===== src/rtl/arith_pkg.sv =====
// rtl/arith_pkg.sv - shared types and parameter checks for the multicycle adder
package arith_pkg;

    typedef enum logic [1:0] {
        IDLE = 2'd0,
        RUN  = 2'd1,
        DONE = 2'd2
    } madd_state_e;

    function automatic bit madd_params_ok(input int n, input int w);
        return (w >= 1) && (w <= n) && ((n % w) == 0);
    endfunction

endpackage


===== src/rtl/ripple_carry_adder.sv =====
// rtl/ripple_carry_adder.sv - combinational N-bit ripple-carry adder slice
module ripple_carry_adder #(
    parameter int N = 8
) (
    input  logic [N-1:0] i_a,
    input  logic [N-1:0] i_b,
    input  logic         i_carry,
    output logic [N-1:0] o_sum,
    output logic         o_carry
);

    logic [N:0] w_c;

    always_comb begin
        w_c    = '0;
        o_sum  = '0;
        w_c[0] = i_carry;
        for (int i = 0; i < N; i++) begin
            o_sum[i]  = i_a[i] ^ i_b[i] ^ w_c[i];
            w_c[i+1]  = (i_a[i] & i_b[i]) | (w_c[i] & (i_a[i] ^ i_b[i]));
        end
        o_carry = w_c[N];
    end

endmodule


===== src/rtl/multicycle_adder.sv =====
// rtl/multicycle_adder.sv - digit-serial add/sub, W bits per cycle, valid/ready on both sides
module multicycle_adder
    import arith_pkg::*;
#(
    parameter int N = 32,
    parameter int W = 8
) (
    input  logic         clk,
    input  logic         rst,
    input  logic         in_valid,
    output logic         in_ready,
    input  logic [N-1:0] x,
    input  logic [N-1:0] y,
    input  logic         cin,
    input  logic         sub,
    output logic         out_valid,
    input  logic         out_ready,
    output logic [N-1:0] s,
    output logic         cout,
    output logic         ovf
);

    localparam int STEPS = N / W;
    localparam int CW    = $clog2(STEPS + 1);

    if (!madd_params_ok(N, W)) begin : g_param_check
        $error("multicycle_adder: W must satisfy 1 <= W <= N and N %% W == 0");
    end

    madd_state_e   r_state;
    logic [CW-1:0] r_cnt;
    logic [N-1:0]  r_x;
    logic [N-1:0]  r_y;
    logic          r_carry;
    logic          r_xmsb;
    logic          r_ymsb;
    logic [N-1:0]  r_s;
    logic          r_cout;
    logic          r_ovf;

    logic [W-1:0]  w_sum;
    logic          w_carry_next;
    logic [N-1:0]  w_x_next;
    logic [N-1:0]  w_y_next;
    logic          w_last;

    ripple_carry_adder #(.N(W)) u_slice (
        .i_a     (r_x[W-1:0]),
        .i_b     (r_y[W-1:0]),
        .i_carry (r_carry),
        .o_sum   (w_sum),
        .o_carry (w_carry_next)
    );

    // r_x doubles as the result accumulator: consumed digits leave the bottom, sums enter the top.
    if (W == N) begin : g_single_step
        assign w_x_next = w_sum;
        assign w_y_next = '0;
    end else begin : g_multi_step
        assign w_x_next = {w_sum, r_x[N-1:W]};
        assign w_y_next = {{W{1'b0}}, r_y[N-1:W]};
    end

    assign w_last    = (r_cnt == CW'(STEPS - 1));
    assign in_ready  = (r_state == IDLE);
    assign out_valid = (r_state == DONE);
    assign s         = r_s;
    assign cout      = r_cout;
    assign ovf       = r_ovf;

    always_ff @(posedge clk) begin
        if (rst) begin
            r_state <= IDLE;
            r_cnt   <= '0;
            r_x     <= '0;
            r_y     <= '0;
            r_carry <= 1'b0;
            r_xmsb  <= 1'b0;
            r_ymsb  <= 1'b0;
            r_s     <= '0;
            r_cout  <= 1'b0;
            r_ovf   <= 1'b0;
        end else begin
            case (r_state)
                IDLE: begin
                    if (in_valid) begin
                        r_x     <= x;
                        r_y     <= sub ? ~y : y;
                        r_carry <= cin ^ sub;
                        r_xmsb  <= x[N-1];
                        r_ymsb  <= sub ? ~y[N-1] : y[N-1];
                        r_cnt   <= '0;
                        r_state <= RUN;
                    end
                end
                RUN: begin
                    r_x     <= w_x_next;
                    r_y     <= w_y_next;
                    r_carry <= w_carry_next;
                    r_cnt   <= r_cnt + 1'b1;
                    if (w_last) begin
                        r_s     <= w_x_next;
                        r_cout  <= w_carry_next;
                        r_ovf   <= (r_xmsb == r_ymsb) && (w_x_next[N-1] != r_xmsb);
                        r_state <= DONE;
                    end
                end
                DONE: begin
                    if (out_ready) begin
                        r_state <= IDLE;
                    end
                end
                default: r_state <= IDLE;
            endcase
        end
    end

endmodule


===== config.mk =====
export PLATFORM = sky130hd
export DESIGN_NAME = multicycle_adder
export DESIGN_NICKNAME = d
export VERILOG_FILES = /design/src/rtl/arith_pkg.sv /design/src/rtl/ripple_carry_adder.sv /design/src/rtl/multicycle_adder.sv
export SDC_FILE = /design/constraint.sdc
export NUM_CORES = 1
export LEC_CHECK = 0
export ABC_AREA = 1
export CORE_MARGIN = 2
export CORE_UTILIZATION = 54
export CTS_BUF_LIST = sky130_fd_sc_hd__clkbuf_8
export DETAILED_ROUTE_END_ITERATION = 6
export PLACE_DENSITY = 0.91
export SYNTH_ARGS = -nofsm -noshare
export SYNTH_HDL_FRONTEND = slang
export SYNTH_SLANG_ARGS = --single-unit

===== constraint.sdc =====
create_clock -name clk -period 10.45 [get_ports clk]
set_input_delay 2.09 -clock clk [delete_from_list [all_inputs] [get_ports clk]]
set_output_delay 2.09 -clock clk [all_outputs]
set_load 0.05 [all_outputs]

Yosys cells after proc, flatten, opt, wreduce, memory -nomap -nowiden:

Cells that the tools add are included.

* register bits after elaboration: 106
* word-level logic and storage cells: 83

* add/sub/neg operators: 1
* eq/ne operators: 8
* reduce and logical (&&, ||, !) cells: 7
* mux-type cells: 14
* bitwise logic cells: 43

Operator list (number)
* case mux 32 bit (2 select lines): 2
* two-way mux 32 bit: 3
* inverter 32 bit: 1
* XOR 1 bit: 17
* AND 1 bit: 16
* OR 1 bit: 8
* two-way mux 2 bit: 3
* case mux 2 bit (3 select lines): 1
* case mux 3 bit (2 select lines): 1
* AND reduction 2 bit: 3
* != test 2 bit, second input constant: 2
* adder 3 x 1 -> 3 bit, second input constant: 1
* == test 3 x 2 -> 1 bit, second input constant: 1
* two-way mux 3 bit: 1
* AND reduction 3 bit: 1
* == test 2 x 1 -> 1 bit, second input constant: 1
* == test 2 bit, second input constant: 1
* logical NOT 2 bit: 1
* two-way mux 1 bit: 2
* != test 2 x 1 -> 1 bit, second input constant: 1
* case mux 1 bit (2 select lines): 1
* nonzero test 2 bit: 1
* == test 1 bit: 1
* logical AND 1 bit: 1
* 2 further kinds: 2

Longest topological paths before layout:

* depth after elaboration: 18
* gate-level depth with buffers: 18
* gate-level depth less buffers: 18

Hierarchy:

From an unflattened synthesis, not the netlist that was laid out.

* cells, all modules: 827
* area, all modules: 5363.9 µm²

By module, submodules not included
* multicycle_adder: area each 5166.2 µm², sequential area each 2122.0 µm², cells an instance 809, times used 1
* ripple_carry_adder: area each 197.7 µm², sequential area each 0.0 µm², cells an instance 18, times used 1

Worst setup path before layout:

No wires, ideal clock.

* path kind: reg2reg
* from: register r_x[0]
* to: register r_x[31]
* slack: 7.146 ns
* setup time: 0.059 ns
* clock period less this slack: 3.304 ns
* buffers on the path: 0
* data arrival time: 3.244 ns
* cell stages (with the launch flop): 18
* path through: dfxtp_1 > fa_1 > inv_1 > fa_1 > inv_1 > fa_1 > fa_1 > inv_1 > fa_1 > fa_1 > inv_1 > fa_1 > inv_1 > fa_1 > inv_1 > nand2_1 > nand3_1 > and2_1

* longest elaborated chain between the ends: 17
* elaborated cells between the ends (all ways): 18
* those cells by class: mux (1); bitwise (17)

Ends and longest elaborated chain
* start: declaration: line multicycle_adder.sv:32 `logic [N-1:0] r_x;`
* start signal: assignment: line multicycle_adder.sv:97 `r_x <= w_x_next;`
* XOR 1 bit: line ripple_carry_adder.sv:20 `w_c[i+1] = (i_a[i] & i_b[i]) | (w_c[i] & (i_a[i] ^ i_b[i]));`
* AND 1 bit: line ripple_carry_adder.sv:20
* OR 1 bit *: line ripple_carry_adder.sv:20
* AND 1 bit *: line ripple_carry_adder.sv:20
* OR 1 bit *: line ripple_carry_adder.sv:20
* AND 1 bit *: line ripple_carry_adder.sv:20
* OR 1 bit *: line ripple_carry_adder.sv:20
* AND 1 bit *: line ripple_carry_adder.sv:20
* OR 1 bit *: line ripple_carry_adder.sv:20
* AND 1 bit *: line ripple_carry_adder.sv:20
* OR 1 bit *: line ripple_carry_adder.sv:20
* AND 1 bit *: line ripple_carry_adder.sv:20
* OR 1 bit *: line ripple_carry_adder.sv:20
* AND 1 bit *: line ripple_carry_adder.sv:20
* OR 1 bit *: line ripple_carry_adder.sv:20
* XOR 1 bit *: line ripple_carry_adder.sv:19 `o_sum[i] = i_a[i] ^ i_b[i] ^ w_c[i];`
* case mux 32 bit (2 select lines) *: line multicycle_adder.sv:84 `case (r_state)`

Mark *: on every way between the ends. The rest lies on a longest branch, timed or not.
A chain may end at the register's enable or synchronous reset.

Worst setup path in the final report:

* from: input port in_valid
* to: register r_x[26]

* longest elaborated chain between the ends: 2

Ends and longest elaborated chain
* start: declaration: line multicycle_adder.sv:10 `input logic in_valid,`
* != test 2 bit (no source line)
* AND reduction 2 bit (no source line)

Every way passes these cells.

==> summary.md <==
The mean area per synthesized cell was 6.45 sq um. The height of the chip is 101 um. Clock slew seen by the registers of the worst setup and hold paths: 0.09 ns.

Number of cells on the worst reg-to-reg path: 17. The max-slew violation total from the final report is 0. The final worst clock skew was 0.0179 ns; the combined global-route utilization of all metal layers was 24.6%. Headroom to the max-slew limit came out at 27.1%. Sequential cells account for 52.6% of the total power. In this run the critical register-to-register path is launched from r_x[0]. The internal power of the cells totals 0.603 mW.

The setup slack at placement is 6.03 ns. The tightest min-delay check is of the reg2reg type. For this run, the top clock speed supported by timing is 246 MHz. Detailed placement finished with a half-perimeter wire length of 8430 um. The capturing element of the worst setup path is r_x[26].

The Yosys step of the flow raised 0 warnings. The number of failing setup endpoints in the final timing report is 0. The buffer cell driving the clock tree root was sky130_fd_sc_hd__clkbuf_8. Overall power consumption after layout is estimated at 0.843 mW. The area growth from synthesis to layout is 23.9%. The tools report the highest ir drop seen on vdd as 81.5 uV. Number of antenna violations at the first check in global routing: 0. Once the clock tree was built, the setup fixing pass inserted 0 buffers. In this run, synthesis produced a sequential element count of 106. The first global-routing pass estimated 20400 um of wire. For this design the static power due to leakage is 3.00 nW.

The tree built by TritonCTS fans out to 106 sinks. TritonCTS built the clock tree. Layout cell share with drive strength beyond 1: 3.20%.

After the first detailed-routing iteration, the DRC count stood at 356. The max-cap check violation count is 0, and the portion of the post-synthesis area used by sequential elements is 41.4%. 0 antenna diodes ended up in the layout.

The synthesized instance count was 795. Worst-case clock buffer depth: 2. The worst path uses 38.9% of the clock period.

After clock tree synthesis, the repair step resized 0 gates. The antenna violation net count after detailed routing is 0, and the transition time at the pin with the least slew margin is 1.09 ns. Critical path class: in2reg.

The clock network accounts for 30.5% of the total power. Combinational cells account for 16.9% of the total power. The die covers 10300 sq um. After routing, the total negative slack on setup checks comes to 0 ns. The number of H-tree levels is 3. The filler cells instantiated in the layout total 768. Setup repair after global routing left no endpoint under its margin. The worst path needs 4.07 ns of the cycle, external delays included. The cell row count is 35. The first TritonRoute pass finished after 5 iterations.

Entering global routing, the biggest net connects 69 pins. The critical path starts at in_valid. The routed design has 12300 um of wire. For this run, the share of the core covered by cells in the final layout is 68.7%. For this configuration, the core starts out at a cell density of 55.5%. The detail-routed net length per standard cell is 12.2 um, and the DRC violation count after routing is 0. STA classifies the critical path startpoint as an input port.

For the worst setup path, the data arrival time is 4.32 ns. The floorplan step set the die width to 101 um. The endpoint identified for the worst register-to-register timing path is r_x[31]. Routability-driven placement finished with a final weighted congestion of 0.880. Of the total power, the share spent switching nets is 28.4%. In the routed layout, each cell is associated on average with a via count of 4.91. Post-synth net total: 875. In the final design database the tool counted 950 nets. The run gives 6.86 ns as the slack of the worst reg-to-reg path. The number of global-route vias before repair was 4480; the switching power of the nets was 0.240 mW.

The run gives 0 as the aggregate global routing overflow. Hold repair after CTS inserted 0 buffers. The run gives 4927 as the via count. STA classifies the critical path endpoint as a register.

The tools report the post-synthesis cell type count as 20. The number of clock buffers added by TritonCTS is 9. The flow ran to the end, and the final reports show no timing, DRC or antenna violations. For the critical path data required time, the log shows 10.70 ns.

Final count of hold timing violations: 0. Dividing total power by cell area gives a power density of 133 nW/um^2. The clock reaches the later pin of the worst-skew pair after 0.37 ns.

The number of buffers added on ports is 105. Pin placement for this block handled 106 I/O pins. After floorplanning, the core was sized to cover 9240 sq um. The final worst setup slack came out at 6.38 ns.

Netlist area before placement: 5120 sq um. In this run the worst path has a maximum fanout of 68.
final cells by class:
cell class,instances,area (sq um),area share (%)
Timing Repair Buffer,109,1080,17.0
Clock buffer,10,138,2.17
Multi-Input combinational cell,561,2470,38.9
Inverter,83,312,4.91
Sequential cell,106,2120,33.4
Clock inverter,6,63.8,1.00
Tap cell,129,161,2.54
critical path, cell delays in order:
cell                              delay [ns]
sky130_fd_sc_hd__clkdlybuf4s50_1        0.54
sky130_fd_sc_hd__o21ai_4                0.17
sky130_fd_sc_hd__buf_4                  0.54
sky130_fd_sc_hd__inv_1                  0.56
sky130_fd_sc_hd__o21ai_0                0.33
sky130_fd_sc_hd__nor2_1                 0.06
power by group through the flow:
stage	sequential [mW]	clock, mW	combinational (mW)
final	0.443	0.257	0.142
after global routing	0.446	0.273	0.161
after CTS	0.443	0.257	0.142
after detailed placement	0.452	0	0.140
after global placement	0.452	0	0.137
after floorplan	0.447	0	0.0936
worst min-delay path by stage:
stage,startpoint,end,slack (ns),cells past startpoint
after floorplan,r_cnt[0],r_cnt[0],0.43,1
after global placement,s[23],s[23],0.45,2
after detailed placement,s[1],s[1],0.45,2
after CTS,r_cnt[0],r_cnt[0],0.47,1
after global routing,s[15],s[15],0.49,2
final,r_cnt[0],r_cnt[0],0.47,1
logic make-up after synthesis:
logic type	share of synthesized area, %
AOI/OAI and AO/OA	7.69
xor gates and xnor gates	1.37
adders and majority gates	3.61
buffers and inverters	10.5
DFF	41.4
and+or+nand+nor	35.4
registers in the layout, indices dropped and copies added, names as in the netlist:
name / count
r_xmsb: 1
r_cnt: 3
r_y: 32
r_ymsb: 1
ovf: 1
r_carry: 1
r_state: 2
s: 32
r_x: 32
cout: 1
routing by layer:
layer,vias up,track usage [%],wire (um),part of all wire [%]
met5,-,0,0,0
met4,0,7.28,139,1.1
met3,14,3.31,698,5.7
met2,169,41.4,5760,47
met1,2201,33.2,5660,46
li1,2543,-,-,-
placed cells by master, fill, tap and decap left out:
cell | Yosys | final
sky130_fd_sc_hd__a21oi_1 | 48 | 48
sky130_fd_sc_hd__and2_1 | 4 | 4
sky130_fd_sc_hd__buf_4 | 10 | 4
sky130_fd_sc_hd__bufinv_16 | 0 | 1
sky130_fd_sc_hd__clkbuf_8 | 0 | 10
sky130_fd_sc_hd__clkdlybuf4s50_1 | 0 | 105
sky130_fd_sc_hd__clkinv_1 | 1 | 1
sky130_fd_sc_hd__clkinv_2 | 0 | 2
sky130_fd_sc_hd__clkinvlp_4 | 0 | 2
sky130_fd_sc_hd__dfxtp_1 | 106 | 106
sky130_fd_sc_hd__fa_1 | 8 | 8
sky130_fd_sc_hd__ha_1 | 2 | 2
sky130_fd_sc_hd__inv_1 | 79 | 79
sky130_fd_sc_hd__inv_2 | 3 | 3
sky130_fd_sc_hd__inv_6 | 0 | 1
sky130_fd_sc_hd__nand2_1 | 362 | 362
sky130_fd_sc_hd__nand2_2 | 1 | 1
sky130_fd_sc_hd__nand3_1 | 36 | 36
sky130_fd_sc_hd__nor2_1 | 60 | 59
sky130_fd_sc_hd__nor2_2 | 0 | 1
sky130_fd_sc_hd__nor2_4 | 1 | 1
sky130_fd_sc_hd__o21ai_0 | 29 | 29
sky130_fd_sc_hd__o21ai_4 | 0 | 1
sky130_fd_sc_hd__or2_2 | 1 | 1
sky130_fd_sc_hd__xor2_1 | 8 | 8
cell usage after synthesis (all sizes together):
master / instances / share of area [%]
nand2: 363 / 27
dfxtp: 106 / 41
inv: 82 / 6.0
nor2: 61 / 4.6
a21oi: 48 / 4.7
nand3: 36 / 3.5
o21ai: 30 / 3.0
buf: 28 / 3.2
clkbuf: 17 / 1.2
fa: 8 / 3.1
xor2: 8 / 1.4
and2: 4 / 0.49
ha: 2 / 0.49
clkinv: 1 / 0.073
or2: 1 / 0.12
per-stage QoR:
step	instances	hold slack, ns	area (sq um)
2_1_floorplan	795	0.429	5120
3_3_place_gp	988	0.448	6150
3_5_place_dp	988	0.453	6150
4_1_cts	1004	0.468	6350
5_1_grt	1004	0.491	6350
6_report	1004	0.466	6350
(Power assumes the default switching activity.)
